<file path="src/rtl/cpu_pkg.sv">
// Shared CPU definitions: bus widths, instruction-memory states and
// instruction field positions.
package cpu_pkg;

  localparam int IMEM_ADDR_W = 4;
  localparam int IMEM_DATA_W = 4;

  typedef enum logic [1:0] {
    S_EMPTY = 2'd0,
    S_LOAD  = 2'd1,
    S_READY = 2'd2
  } imem_state_t;

  // Instruction word layout: [0] register select, [1] operation, [3:2] number.
  localparam int INSTR_REG_BIT = 0;
  localparam int INSTR_OP_BIT  = 1;
  localparam int INSTR_NUM_MSB = 3;
  localparam int INSTR_NUM_LSB = 2;

  localparam logic [IMEM_DATA_W-1:0] NOP_WORD = 4'h0;

endpackage

</file>
<file path="src/rtl/imem_rd_pipe.sv">
// Fixed-latency delay line for fetch responses: the granted word, its error
// flag and a valid bit travel RD_LAT register stages together.
module imem_rd_pipe #(
  parameter int DATA_W = 4,
  parameter int RD_LAT = 1
) (
  input  logic              clk,
  input  logic              rst,
  input  logic              in_vld,
  input  logic [DATA_W-1:0] in_data,
  input  logic              in_err,
  output logic              out_vld,
  output logic [DATA_W-1:0] out_data,
  output logic              out_err
);

  if (RD_LAT < 1 || RD_LAT > 3) begin : g_bad_lat
    $error("imem_rd_pipe: RD_LAT must be 1..3");
  end

  // Index 0 is the combinational grant-cycle capture, RD_LAT is the output.
  logic [RD_LAT:0]               vld_pipe;
  logic [RD_LAT:0]               err_pipe;
  logic [RD_LAT:0][DATA_W-1:0]   data_pipe;

  logic [RD_LAT-1:0]             vld_q;
  logic [RD_LAT-1:0]             err_q;
  logic [RD_LAT-1:0][DATA_W-1:0] data_q;

  assign vld_pipe  = {vld_q, in_vld};
  assign err_pipe  = {err_q, in_err};
  assign data_pipe = {data_q, in_data};

  always_ff @(posedge clk or posedge rst) begin
    if (rst) begin
      vld_q  <= '0;
      err_q  <= '0;
      data_q <= '0;
    end else begin
      vld_q  <= vld_pipe[RD_LAT-1:0];
      err_q  <= err_pipe[RD_LAT-1:0];
      data_q <= data_pipe[RD_LAT-1:0];
    end
  end

  assign out_vld  = vld_pipe[RD_LAT];
  assign out_err  = err_pipe[RD_LAT];
  assign out_data = data_pipe[RD_LAT];

endmodule

</file>
<file path="src/rtl/imem_responder.sv">
// Instruction-fetch responder: owns the instruction store, the sequential
// program-load path and a fixed-latency fetch response pipeline.
module imem_responder
  import cpu_pkg::*;
#(
  parameter int ADDR_W = IMEM_ADDR_W,
  parameter int DATA_W = IMEM_DATA_W,
  parameter int RD_LAT = 1
) (
  input  logic              clk,
  input  logic              rst,
  input  logic              fetch_req,
  input  logic [ADDR_W-1:0] fetch_addr,
  output logic              fetch_gnt,
  output logic              fetch_valid,
  output logic [DATA_W-1:0] fetch_data,
  output logic              fetch_err,
  input  logic              load_start,
  input  logic              load_valid,
  input  logic [DATA_W-1:0] load_data,
  input  logic              load_last,
  output logic [ADDR_W:0]   prog_len,
  output logic              ready,
  output logic              load_ovf
);

  localparam int DEPTH = 1 << ADDR_W;
  typedef logic [ADDR_W:0] cnt_t;

  imem_state_t       state_q;
  cnt_t              wr_ptr_q, wr_ptr_d;
  cnt_t              prog_len_q;
  logic              load_ovf_q;
  logic              ready_q;
  logic [DATA_W-1:0] mem_q [DEPTH];

  logic              wr_en;
  logic [ADDR_W-1:0] wr_addr;
  logic              ovf_hit;

  // Write-side decode; a start restarts at address 0 and may carry a word.
  always_comb begin
    wr_en    = 1'b0;
    wr_addr  = wr_ptr_q[ADDR_W-1:0];
    wr_ptr_d = wr_ptr_q;
    ovf_hit  = 1'b0;
    if (load_start) begin
      wr_ptr_d = '0;
      if (load_valid) begin
        wr_en    = 1'b1;
        wr_addr  = '0;
        wr_ptr_d = cnt_t'(1);
      end
    end else if (state_q == S_LOAD && load_valid) begin
      if (wr_ptr_q == cnt_t'(DEPTH)) begin
        ovf_hit = 1'b1;
      end else begin
        wr_en    = 1'b1;
        wr_ptr_d = wr_ptr_q + cnt_t'(1);
      end
    end
  end

  always_ff @(posedge clk or posedge rst) begin
    if (rst) begin
      state_q    <= S_EMPTY;
      wr_ptr_q   <= '0;
      prog_len_q <= '0;
      load_ovf_q <= 1'b0;
      ready_q    <= 1'b0;
    end else begin
      wr_ptr_q <= wr_ptr_d;
      if (load_start) begin
        state_q    <= S_LOAD;
        ready_q    <= 1'b0;
        load_ovf_q <= 1'b0;
      end else if (state_q == S_LOAD) begin
        if (ovf_hit) load_ovf_q <= 1'b1;
        if (load_last) begin
          prog_len_q <= wr_ptr_d;
          if (wr_ptr_d != '0) begin
            state_q <= S_READY;
            ready_q <= 1'b1;
          end else begin
            state_q <= S_EMPTY;
          end
        end
      end
    end
  end

  // Store contents are deliberately not reset; prog_len guards every read.
  always_ff @(posedge clk) begin
    if (wr_en) mem_q[wr_addr] <= load_data;
  end

  logic              rd_err;
  logic [DATA_W-1:0] rd_word;

  // A start in READY blocks the grant so no fetch overlaps a reload.
  assign fetch_gnt = fetch_req & (state_q == S_READY) & ~load_start;
  assign rd_err    = {1'b0, fetch_addr} >= prog_len_q;
  assign rd_word   = (fetch_gnt && !rd_err) ? mem_q[fetch_addr] : DATA_W'(NOP_WORD);

  imem_rd_pipe #(
    .DATA_W (DATA_W),
    .RD_LAT (RD_LAT)
  ) u_rd_pipe (
    .clk      (clk),
    .rst      (rst),
    .in_vld   (fetch_gnt),
    .in_data  (rd_word),
    .in_err   (fetch_gnt & rd_err),
    .out_vld  (fetch_valid),
    .out_data (fetch_data),
    .out_err  (fetch_err)
  );

  assign prog_len = prog_len_q;
  assign ready    = ready_q;
  assign load_ovf = load_ovf_q;

endmodule

</file>
<file path="config.mk">
export PLATFORM = sky130hd
export DESIGN_NAME = imem_responder
export DESIGN_NICKNAME = d
export VERILOG_FILES = /design/src/rtl/cpu_pkg.sv /design/src/rtl/imem_rd_pipe.sv /design/src/rtl/imem_responder.sv
export SDC_FILE = /design/constraint.sdc
export NUM_CORES = 1
export LEC_CHECK = 0
export ABC_AREA = 1
export BUFFER_PORTS_ARGS = -buffer_cell sky130_fd_sc_hd__buf_2
export CAP_MARGIN = 5
export CORE_MARGIN = 4
export CORE_UTILIZATION = 60
export CTS_CLUSTER_DIAMETER = 80
export DETAILED_ROUTE_END_ITERATION = 6
export GPL_ROUTABILITY_DRIVEN = 1
export PLACE_DENSITY = 0.8
export SLEW_MARGIN = 20
export SYNTH_ARGS = -nofsm -noshare
export SYNTH_HDL_FRONTEND = slang
export SYNTH_SLANG_ARGS = --single-unit
</file>
<file path="constraint.sdc">
create_clock -name clk -period 5.9 [get_ports clk]
set_input_delay 0.885 -clock clk [delete_from_list [all_inputs] [get_ports clk]]
set_output_delay 0.885 -clock clk [all_outputs]
set_load 0.005 [all_outputs]
</file>
==> results_dict.tcl <==
set metrics [dict create \
    status "completed" \
    cts.sinks 84 \
    core.rowCount 28 \
    port_buffers 27 \
    routed_wl_um 7540 \
    path_max_fanout 10 \
    core_um2 5890 \
    slew_violations 0 \
    syn_area_per_cell_um2 10.9 \
    place_hpwl_um 5230 \
    critPathLaunchType "input port" \
    post_drt_wl_per_cell_um 17.1 \
    track_usage_pct 22.9 \
    fin_cells 441 \
    p_leak_uw 0.00158 \
    synth_seq_cells 84 \
    final_area_um2 3980 \
    tightest_slew_ps 755 \
    sequentialPowerShare_pct 57.2 \
    ctsHoldBuffers 0 \
    numCtsBuffers 9 \
    setup_viol_count_final 0 \
    synth_area_um2 3640 \
    power.total_uw 1170 \
    ctsResizeCount 0 \
    overflow 0 \
    syn_inst 334 \
    hold_viol_final 0 \
    clk_pin_slew_ps 70 \
    dieArea_um2 7370 \
    nets 381 \
    setup_ws_ps 3420 \
    relSlewSlack_pct 49.6 \
    tns_ps 0 \
    layout-drive-gt1-share_pct 14.8 \
    yosys.area_share.xor_xnor_pct 0 \
    hp-class "flip-flop to flip-flop" \
    fin_crit_sh_pct 42.0 \
    firstDrtPassIters 5 \
    die_x_um 85.8 \
    yosysSeqAreaShare_pct 66.6 \
    max_stage_delay_ps 170 \
    ant_nets 0 \
    synthSimpleGateAreaFrac_pct 17.1 \
    avgViaCountPerCell 5.73 \
    synth.distinct_cells 28 \
    cts_setup_buffers 0 \
    power_switching_uw 284 \
    drt_iter0_drc 296 \
    first_global_vias 2573 \
    clock_path_buffers 2 \
    p_int_uw 885 \
    post-route-drc-count 0 \
    die_y_um 85.8 \
    period_needed_ps 2480 \
    area_growth_syn_to_layout_pct 9.36 \
    power_density_nw_per_um2 294 \
    maxCapViolCount 0 \
    ir_drop_mv 0.141 \
    grt_max_degree 34 \
    synth_top_family_by_area "simple AND/OR/NAND/NOR gates" \
    synth_fp_nets 354 \
    place.gp.congestion 0.886 \
    place_area_um2 3790 \
    p_clk_share_pct 32.2 \
    fill_cells 435 \
    ys.warnings.count 0 \
    critPathRequiredTime_ps 5020 \
    synthMuxAreaShare_pct 0 \
    htreeDepth 3 \
    dp_slack_ps 3290 \
    synth_compound_area_share_pct 9.43 \
    io_pins 28 \
    synth_adder_area_share_pct 2.06 \
    cts_root_buffer "clkbuf_8" \
    rsz0062_at_grt "false" \
    finalClockSkew_ps 12.6 \
    grt_pass1_wl_um 12500 \
    antenna_found_initial 0 \
    vias 2525 \
    sw_frac_of_total_pct 24.3 \
    slowest_stage "nand4_1" \
    start_util_pct 61.8 \
    crit_path_frequent_cell "buf_2" \
    tritoncts "built" \
    clk_latency_ps 350 \
    p_comb_share_pct 10.6 \
    clock.fmax_mhz 403 \
    diodes 0 \
    crit_type "input port to output pin" \
    critPathArrivalTime_ps 1590 \
    dp_cells 425 \
    crit_chain "buf_2 -> inv_2 -> nand4_1 -> inv_1 -> buf_2" \
    end_kind "output pin" \
]
## final cells by class
cell class | count | area (um^2) | area share [%]
clock inverters | 2 | 10.0 | 0.252
repair buffers | 27 | 135 | 3.40
inverters | 26 | 100 | 2.52
well taps | 75 | 93.8 | 2.36
flip-flops and latches | 84 | 2420 | 60.9
clock buffers | 14 | 174 | 4.37
multi-input cells | 213 | 1040 | 26.2
## layer usage
metal	vias up	global-route usage (%)	wire, um
met5	-	0	0
met4	0	11.2	173
met3	19	3.55	548
met2	122	38.8	3820
met1	1168	28.9	2990
li1	1216	-	-
## worst max-delay path, delay by kind of cell
kind | cells | cell delay (ps)
buffers and inverters | 4 | 540
and+or+nand+nor | 1 | 170
## cells by family (layout without fill, tap and decap cells)
kind of cell	count (synthesis)	count (layout)
flops	84	84
simple gates	145	145
buf+inv	37	69
compound gates	62	62
fa+ha+maj	6	6
## synth_stat cells, drive strengths merged
library cell | count | share of area (%)
dfrtp | 20 | 14
nand4 | 7 | 1.2
nor3 | 4 | 0.55
nand2 | 48 | 5.2
a22o | 1 | 0.24
nand3 | 19 | 2.9
o211ai | 4 | 0.83
o21bai | 1 | 0.21
o22ai | 12 | 2.1
ha | 6 | 2.1
a31oi | 1 | 0.17
buf | 9 | 1.8
a21oi | 5 | 0.69
inv | 26 | 2.8
clkbuf | 2 | 0.21
o21ai | 38 | 5.2
nor2 | 67 | 7.3
edfxtp | 64 | 53
## registers in the layout, indices dropped and copies added, names as in the netlist, 2 cells and up
name                count
state_q                 2
mem_q                  64
u_rd_pipe.out_data      4
prog_len                5
wr_ptr_q                5
## through the flow
step / utilization, % / hold slack, ps
floorplan: - / 473
global placement: 64.4 / 472
detailed placement: 64.4 / 466
CTS: 67.6 / 487
global route: 67.6 / 525
finish: 67.6 / 496
## layout by cell type (no fill, tap or decap), drive strengths merged, types with 4 or more instances in the layout
| master | count |
|---|---|
| a21oi | 5 |
| nand4 | 7 |
| edfxtp | 64 |
| nand2 | 48 |
| nand3 | 19 |
| nor2 | 67 |
| inv | 26 |
| nor3 | 4 |
| dfrtp | 20 |
| o22ai | 12 |
| buf | 27 |
| clkbuf | 14 |
| o21ai | 38 |
| ha | 6 |
| o211ai | 4 |
## power groups by stage
stage	Sequential (uW)	Clock, uW	Combinational (uW)
after floorplan	679	0	83.6
after global placement	681	0	120
after detailed placement	682	0	123
after CTS	669	378	124
after global routing	672	405	142
final	669	376	124
## worst paths after layout
check                           depth (start not counted)                     to  slack, ps         from
worst min register to register                          2                  ready        500        ready
worst max-delay path                                    5              fetch_gnt       3420   load_start
worst max register to register                          9           mem_q[15][1]       3600  wr_ptr_q[0]
max in group asynchronous                               2            wr_ptr_q[1]       4760          rst
worst min-delay path                                    2                  ready        500        ready
min in group asynchronous                               2  u_rd_pipe.out_data[0]        660          rst
No activity file was read; power rests on OpenSTA's default activity.
